<file path="src/rtl/mux_arbiter_if.sv">
// Bus between the four requesters, the consumer and the round-robin mux arbiter.
// The arbiter uses the slave modport; the requester/consumer side uses master.
interface mux_arbiter_if;
  logic [3:0] req;
  logic [3:0] w0;
  logic [3:0] w1;
  logic [3:0] w2;
  logic [3:0] w3;
  logic       y_ready;
  logic [1:0] sel;
  logic [3:0] gnt;
  logic [3:0] y;
  logic       y_valid;
  logic       busy;

  modport master (
    output req, w0, w1, w2, w3, y_ready,
    input  sel, gnt, y, y_valid, busy
  );

  modport slave (
    input  req, w0, w1, w2, w3, y_ready,
    output sel, gnt, y, y_valid, busy
  );
endinterface

</file>
<file path="src/rtl/mux_arbiter.sv">
// Round-robin arbiter for a 4-input word mux: grants one requester at a time,
// forwards its word over valid/ready, and releases after BURST beats or a request drop.
module mux_arbiter #(
  parameter int BURST = 4
) (
  input  logic          clk,
  input  logic          rst,
  mux_arbiter_if.slave  bus
);
  localparam int DATA_W = 4;

  typedef enum logic {IDLE, GRANT} state_t;

  state_t      state, state_nxt;
  logic [1:0]  ptr, ptr_nxt;
  logic [1:0]  sel, sel_nxt;
  logic [3:0]  cnt, cnt_nxt;
  logic [3:0]  gnt, gnt_nxt;
  logic [1:0]  pick;
  logic        busy;
  logic        xfer;
  logic        last;
  logic [DATA_W-1:0] y;

  // Scan from the farthest offset down so the requester closest to ptr wins.
  always_comb begin
    pick = ptr;
    for (int i = 3; i >= 0; i--) begin
      if (bus.req[2'(ptr + 2'(i))]) pick = 2'(ptr + 2'(i));
    end
  end

  assign busy = (state == GRANT);
  assign xfer = bus.y_valid & bus.y_ready;
  assign last = (cnt == 4'(BURST - 1));

  always_comb begin
    state_nxt = state;
    ptr_nxt   = ptr;
    sel_nxt   = sel;
    cnt_nxt   = cnt;
    gnt_nxt   = gnt;
    case (state)
      IDLE: begin
        if (|bus.req) begin
          state_nxt = GRANT;
          sel_nxt   = pick;
          gnt_nxt   = 4'b0001 << pick;
          cnt_nxt   = 4'd0;
        end
      end
      GRANT: begin
        // Drop and burst end share one release path, so ptr advances once.
        if (!bus.req[sel] || (xfer && last)) begin
          state_nxt = IDLE;
          ptr_nxt   = sel + 2'd1;
          gnt_nxt   = 4'd0;
          cnt_nxt   = 4'd0;
        end else if (xfer) begin
          cnt_nxt = cnt + 4'd1;
        end
      end
      default: state_nxt = IDLE;
    endcase
  end

  always_ff @(posedge clk or posedge rst) begin
    if (rst) begin
      state <= IDLE;
      ptr   <= 2'd0;
      sel   <= 2'd0;
      cnt   <= 4'd0;
      gnt   <= 4'd0;
    end else begin
      state <= state_nxt;
      ptr   <= ptr_nxt;
      sel   <= sel_nxt;
      cnt   <= cnt_nxt;
      gnt   <= gnt_nxt;
    end
  end

  always_comb begin
    case (sel)
      2'd0:    y = bus.w0;
      2'd1:    y = bus.w1;
      2'd2:    y = bus.w2;
      default: y = bus.w3;
    endcase
  end

  assign bus.sel     = sel;
  assign bus.gnt     = gnt;
  assign bus.busy    = busy;
  assign bus.y_valid = busy & bus.req[sel];
  assign bus.y       = y;
endmodule

</file>
<file path="src/flat_wrapper.sv">
// flat-port wrapper written by rule: the top's interface ports become plain ports
module mux_arbiter_flat 
#(
  parameter int BURST = 4
)
  (clk, rst, bus_req, bus_w0, bus_w1, bus_w2, bus_w3, bus_y_ready, bus_sel, bus_gnt, bus_y, bus_y_valid, bus_busy);
  mux_arbiter_if bus_i ();
  input  logic clk;
  input  logic rst;
  input wire logic [$bits(bus_i.req)-1:0] bus_req;
  input wire logic [$bits(bus_i.w0)-1:0] bus_w0;
  input wire logic [$bits(bus_i.w1)-1:0] bus_w1;
  input wire logic [$bits(bus_i.w2)-1:0] bus_w2;
  input wire logic [$bits(bus_i.w3)-1:0] bus_w3;
  input wire logic [$bits(bus_i.y_ready)-1:0] bus_y_ready;
  output wire logic [$bits(bus_i.sel)-1:0] bus_sel;
  output wire logic [$bits(bus_i.gnt)-1:0] bus_gnt;
  output wire logic [$bits(bus_i.y)-1:0] bus_y;
  output wire logic [$bits(bus_i.y_valid)-1:0] bus_y_valid;
  output wire logic [$bits(bus_i.busy)-1:0] bus_busy;
  assign bus_i.req = bus_req;
  assign bus_i.w0 = bus_w0;
  assign bus_i.w1 = bus_w1;
  assign bus_i.w2 = bus_w2;
  assign bus_i.w3 = bus_w3;
  assign bus_i.y_ready = bus_y_ready;
  assign bus_sel = bus_i.sel;
  assign bus_gnt = bus_i.gnt;
  assign bus_y = bus_i.y;
  assign bus_y_valid = bus_i.y_valid;
  assign bus_busy = bus_i.busy;
  mux_arbiter #(.BURST(BURST)) u_core (.clk(clk), .rst(rst), .bus(bus_i));
endmodule
</file>
<file path="config.mk">
export PLATFORM = sky130hd
export DESIGN_NAME = mux_arbiter_flat
export DESIGN_NICKNAME = d
export VERILOG_FILES = /design/src/rtl/mux_arbiter_if.sv /design/src/rtl/mux_arbiter.sv /design/src/flat_wrapper.sv
export SDC_FILE = /design/constraint.sdc
export NUM_CORES = 1
export LEC_CHECK = 0
export CORE_AREA = 2 2 51 53
export CTS_CLUSTER_DIAMETER = 30
export CTS_CLUSTER_SIZE = 24
export DETAILED_ROUTE_END_ITERATION = 7
export DIE_AREA = 0 0 53 55
export PLACE_DENSITY = 0.73
export SLEW_MARGIN = 20
export SYNTH_ARGS = -nofsm -noshare
export SYNTH_HDL_FRONTEND = slang
export SYNTH_SLANG_ARGS = --single-unit
</file>
<file path="constraint.sdc">
create_clock -name clk -period 3.25 [get_ports clk]
set_clock_uncertainty 0.1 [all_clocks]
set_input_delay 0.65 -clock clk [delete_from_list [all_inputs] [get_ports clk]]
set_output_delay 0.65 -clock clk [all_outputs]
set_load 0.03 [all_outputs]
</file>
==> results.json <==
{
  "min_period_ps": 3110,
  "cts_resized": 0,
  "relSlewSlack_pct": 55.7,
  "synthTopCellsByArea": "dfrtp_1 (36%), ha_1 (7.0%), mux2i_1 (6.7%), a222oi_1 (4.5%), inv_1 (4.2%)",
  "cts_buffer_depth": 2,
  "design.core.area_sq_um": 2360,
  "rows": 18,
  "first_global_vias": 861,
  "path_cells": "clkdlybuf4s50_1, mux2i_1, o22a_2, inv_1, clkdlybuf4s50_1",
  "avgViaCountPerCell": 5.46,
  "syn_nets": 121,
  "regToRegSetupSlack_ps": 1440,
  "p_per_area_nw_per_um2": 866,
  "drive_gt1_share_pct": 6.11,
  "cts_root_buf": "clkbuf_4",
  "syn_to_final_growth_pct": 45.8,
  "reg2reg_to": "u_core.cnt[3]",
  "syn_avg_cell_area_sq_um": 9.61,
  "tns_ps": 0,
  "crit_type": "in2out",
  "drcViolationCount": 0,
  "ff2ff_path_depth": 4,
  "portBuffers": 34,
  "cts_hold_buffers": 0,
  "irDropWorstVdd_mv": 0.544,
  "cap_violations": 0,
  "whs_path_depth": 1,
  "netlist_instances": 93,
  "comb_power_share_pct": 64.4,
  "cts_max_level": 1,
  "final_common_cell": "clkdlybuf4s50_1",
  "die_y_microns": 55,
  "die_w_microns": 53,
  "crit-reg2reg-launch": "u_core.bus.sel[1]",
  "synth_flop_cell": "dfrtp_1",
  "grt_pass1_wl_mm": 3.67,
  "crit_path_start_kind": "input port",
  "drt_iter0_markers": 29,
  "m1WireLength_microns": 995,
  "setup_viol": 0,
  "ys_seq_area_share_pct": 36.4,
  "synthDistinctLibCells": 37,
  "wl_per_cell_microns": 14.5,
  "postCtsSetupBuffers": 0,
  "start_util_pct": 37.8,
  "wl_mm": 2.34,
  "io_pins": 35,
  "grt_setup_unrepaired": "no",
  "wl_met2_mm": 1.10,
  "dieArea_sq_um": 2920,
  "pwr-share-seq_pct": 26.4,
  "grt_max_degree": 14,
  "cts_num_sinks": 13,
  "cp.arrival_ps": 2360,
  "ant_nets": 0,
  "cts_tree": "yes",
  "wl_met3_microns": 226,
  "required_ps": 2500,
  "status": "complete, no violations",
  "worst_pin_slew_ps": 659,
  "clk_pin_slew_ps": 90,
  "vias": 879,
  "numCtsBuffers": 3,
  "grt_usage_pct": 17.1,
  "synth-seq-cells": 13,
  "critical_path.most_common_cell": "clkdlybuf4s50_1",
  "async_flop_share_pct": 100,
  "swShare_pct": 47.6,
  "dr.max_layer_used": "met4",
  "synth_warnings": 0,
  "fin_total_pwr_mw": 1.13,
  "diodes": 0,
  "slowest_stage": "clkdlybuf4s50_1",
  "leakage_nw": 0.560,
  "routabilityCongestion": 0.772,
  "netlist_area_sq_um": 893,
  "min_from": "u_core.bus.gnt[0]",
  "yosys.area.top_type": "dfrtp_1",
  "critical_path.top_delay_family": "buffers and inverters",
  "antenna_found_initial": 0,
  "critical_path_buf_inv_count": 3,
  "hp-class": "reg2reg",
  "final_cell_mix": "clkdlybuf4s50_1 (34), dfrtp_1 (13), inv_1 (10)",
  "synth_edf_count": 0,
  "crit_fanout": 5,
  "intPower_uw": 591,
  "synth_top_area_share_pct": 36.4,
  "fin_crit_sh_pct": 95.7,
  "dr.pass1.iters": 5,
  "clkPwrFrac_pct": 9.2,
  "clk_latency_ps": 280,
  "max_freq_mhz": 322,
  "holdPathEnd": "u_core.bus.gnt[0]",
  "hold_viol": 0,
  "final_net_count": 160,
  "maxSlewViolCount": 0,
  "grt_overflow": 0,
  "end_kind": "output port",
  "dpl.hpwl_mm": 1.84,
  "slowest_delay_ps": 660,
  "p_sw_uw": 538
}
[sequential cells by signal, summed over array words and instances (netlist names)]
register / flops
u_core.bus.sel: 2
u_core.bus.busy: 1
u_core.ptr: 2
u_core.cnt: 4
u_core.bus.gnt: 4
[worst max path at each step]
stage / startpoint / to / slack, ps / cells after the start
finish: bus_req[1] / bus_y_valid / 140 / 5
global route: u_core.bus.sel[0] / bus_y[2] / 20 / 5
CTS: bus_req[1] / bus_y_valid / 140 / 5
detailed placement: bus_req[1] / bus_y_valid / 140 / 5
global placement: bus_req[1] / bus_y_valid / 150 / 5
floorplan: u_core.bus.sel[1] / bus_y[0] / 870 / 3
[cells in the mapped netlist, types with 2 or more instances]
library cell	n
nand3_1	2
a21oi_1	3
inv_1	10
a222oi_1	4
o31ai_1	3
mux2i_1	6
nor2b_1	3
mux2_1	3
a32o_1	2
o2bb2ai_1	2
nand2_1	5
o21ai_1	5
dfrtp_1	13
ha_1	5
or4_1	2
nor2_1	4
[cell families (layout without fill, tap and decap cells)]
group,after synthesis,after routing,synth area share [%]
AO/OA/AOI/OAI,28,28,23.8
adder cells (fa/ha/maj),5,5,7.00
buffers and inverters,12,50,5.04
flip-flops,13,13,36.4
multiplexers,9,9,10.5
AND/OR/NAND/NOR,26,26,17.2
[layout make-up]
class,instances,area [sq um]
Fill cell,214,1060
Multi-Input combinational cell,68,523
Timing Repair Buffer,35,348
Sequential cell,13,325
Inverter,11,41.3
Tap cell,30,37.5
Clock buffer,3,22.5
Clock inverter,1,5.00
[metal layers]
layer / GRT usage, % / up-vias
li1: - / 431
met5: 0 / -
met1: 19.8 / 404
met3: 4.30 / 3
met2: 31.3 / 41
met4: 5.13 / 0
[power by group through the flow]
stage / Sequential [mW] / Clock [mW] / Combinational [mW]
finish: 0.298 / 0.103 / 0.727
global route: 0.308 / 0.110 / 0.787
CTS: 0.298 / 0.105 / 0.732
detailed placement: 0.300 / 0 / 0.729
global placement: 0.296 / 0 / 0.713
floorplan: 0.360 / 0 / 0.392
[stage by stage]
stage / hold WS, ps / utilization [%] / area (sq um) / setup WS [ps] / cells
after floorplan: 392 / - / 893 / 873 / 93
after global placement: 375 / 53.9 / 1270 / 153 / 157
after detailed placement: 380 / 53.9 / 1270 / 136 / 157
after CTS: 404 / 55.1 / 1300 / 135 / 161
after global routing: 416 / 55.1 / 1300 / 21.0 / 161
final: 405 / 55.1 / 1300 / 141 / 161
Note: power is estimated with default switching activity, not from simulation.
==> edit (same flow settings) <==
Compare `cnt` against `4'(BURST - 1)` with >= in place of ==.
--- a/src/rtl/mux_arbiter.sv
+++ b/src/rtl/mux_arbiter.sv
@@ -33,5 +33,5 @@
   assign busy = (state == GRANT);
   assign xfer = bus.y_valid & bus.y_ready;
-  assign last = (cnt == 4'(BURST - 1));
+  assign last = (cnt >= 4'(BURST - 1));
 
   always_comb begin
Formal check against the unedited RTL: no difference found for any inputs over 10 cycles, from zero or initial values and one cycle with rst high; that may be too few to reach the edited logic, so the function may still have changed.
==> edit against the unedited design <==
  * Final cell count decreased by 6.8%
  * Critical path type unchanged
  * Critical endpoint unchanged
  * Highest routed layer unchanged
  * Synthesized area decreased by 6.9%
  * Count of clock-buffer cells in the layout increased by 1
  * Total power increased by 1.6%
  * Maximum frequency decreased by 0.42%
  * Core utilization decreased by 1.9 points
  * Design area decreased by 3.4%
  * Wire length decreased by 7.2%
  * Setup slack got worse by 0.013 ns
  * Sequential cell count unchanged
==> edit: results (changes against the unedited design) <==
Timing
  – Worst Tran Pin Value: 0.702 ns (was 0.659 ns)

Cells and area
  – Final non-clock buffer share: 0.294 (was 0.267)
  – Layout cells sized above 1: 0.158 (was 0.0611)
  – Comb_multi_in: 56 (was 68)
  – Synthesis-to-layout area growth: 51.3% (was 45.8%)
  – Clock-cell share: 0.0209 (was 0.0211)
  – Non-clock buffer total of the final layout: 38 (was 35)
  – Fill cells: 225 (was 214)
  – Clock buf count: 4 (was 3)
  – Seq cells: 13 (unchanged)
  – Sequential share of cell area: 0.258 (was 0.250)

Synthesis
  – Synth area leaders: dfrtp_1 39%, ha_1 7.5%, mux2_2 5.4% (was dfrtp_1 36%, ha_1 7.0%, mux2i_1 6.7%)
  – Multiplexer share of the synthesized area: 0.129 (was 0.105)
  – Area share of fa/ha/maj cells after synthesis: 0.0752 (was 0.0700)
  – Compound-cell area share of the yosys netlist: 0.202 (was 0.238)
  – Synth Net Count: 108 (was 121)
  – Synth cell types: 31 (was 37)
  – Sequential-to-total area share from yosys stat: 0.391 (was 0.364)
  – Synth top cells by count: 13 x dfrtp_1, 9 x inv_1, 5 x ha_1 (was 13 x dfrtp_1, 10 x inv_1, 6 x mux2i_1)
  – Post-Synthesis Cells: 80 (was 93)

Status
  – Outcome: complete, no violations (unchanged)

Power and ir drop
  – P_leak: 0.571 nW (was 0.560 nW)
  – Comb pwr share: 0.654 (was 0.644)
  – Total power draw: 0.00115 W (was 0.00113 W)
  – Pint: 0.000625 W (was 0.000591 W)
  – Worst-case vdd ir drop: 0.000620 V (was 0.000544 V)

Global routing
  – Total track usage: 0.163 (was 0.171)
  – First-pass GRT wire length: 3470 um (was 3670 um)
  – Global routing usage on met2: 0.258 (was 0.313)
  – Vias in the first global route: 775 (was 861)
  – GR Util met1: 0.227 (was 0.198)

Placed design
  – Setup slack at placement: 0.129 ns (was 0.136 ns)
  – HPWL Detailed: 1710 um (was 1840 um)
  – # placed instances: 146 (was 157)
  – Dpl cell area: 1230 um^2 (was 1270 um^2)

Route
  – Vias/cell: 5.11 (was 5.46)
  – Via count: 766 (was 879)

Setup path
  – Crit path max fanout: 4 (was 5)
  – Max stage delay on crit path: 0.58 ns (was 0.66 ns)
-- edit: changes by cell type in the layout (fill, tap and decap cells not counted), sizes merged, moves of 2 or more --
cell,delta
o21ai,-4
buf,+3
inv,-2
a21oi,-3
mux2i,-2
nand2,-2
or4,-2
and3,+3
-- edit: worst paths after layout --
kind,start,to,slack (ns),depth (start not counted)
setup / recovery,bus_req[2],bus_y_valid,0.13,4
hold / removal,u_core.bus.gnt[2],u_core.bus.gnt[2],0.41,1
setup reg to reg,u_core.bus.sel[0],u_core.bus.gnt[3],1.25,4
hold reg to reg,u_core.bus.gnt[2],u_core.bus.gnt[2],0.41,1
max in group asynchronous,rst,u_core.bus.busy,2.15,2
min in group asynchronous,rst,u_core.bus.gnt[2],0.57,2
-- edit: layer usage --
layer  part of all wire  vias up  wire, um
li1                   -      378         -
met1               0.47      368      1020
met2               0.48       16      1050
met3              0.035        4        76
met4              0.012        0        26
met5                  0        -         0
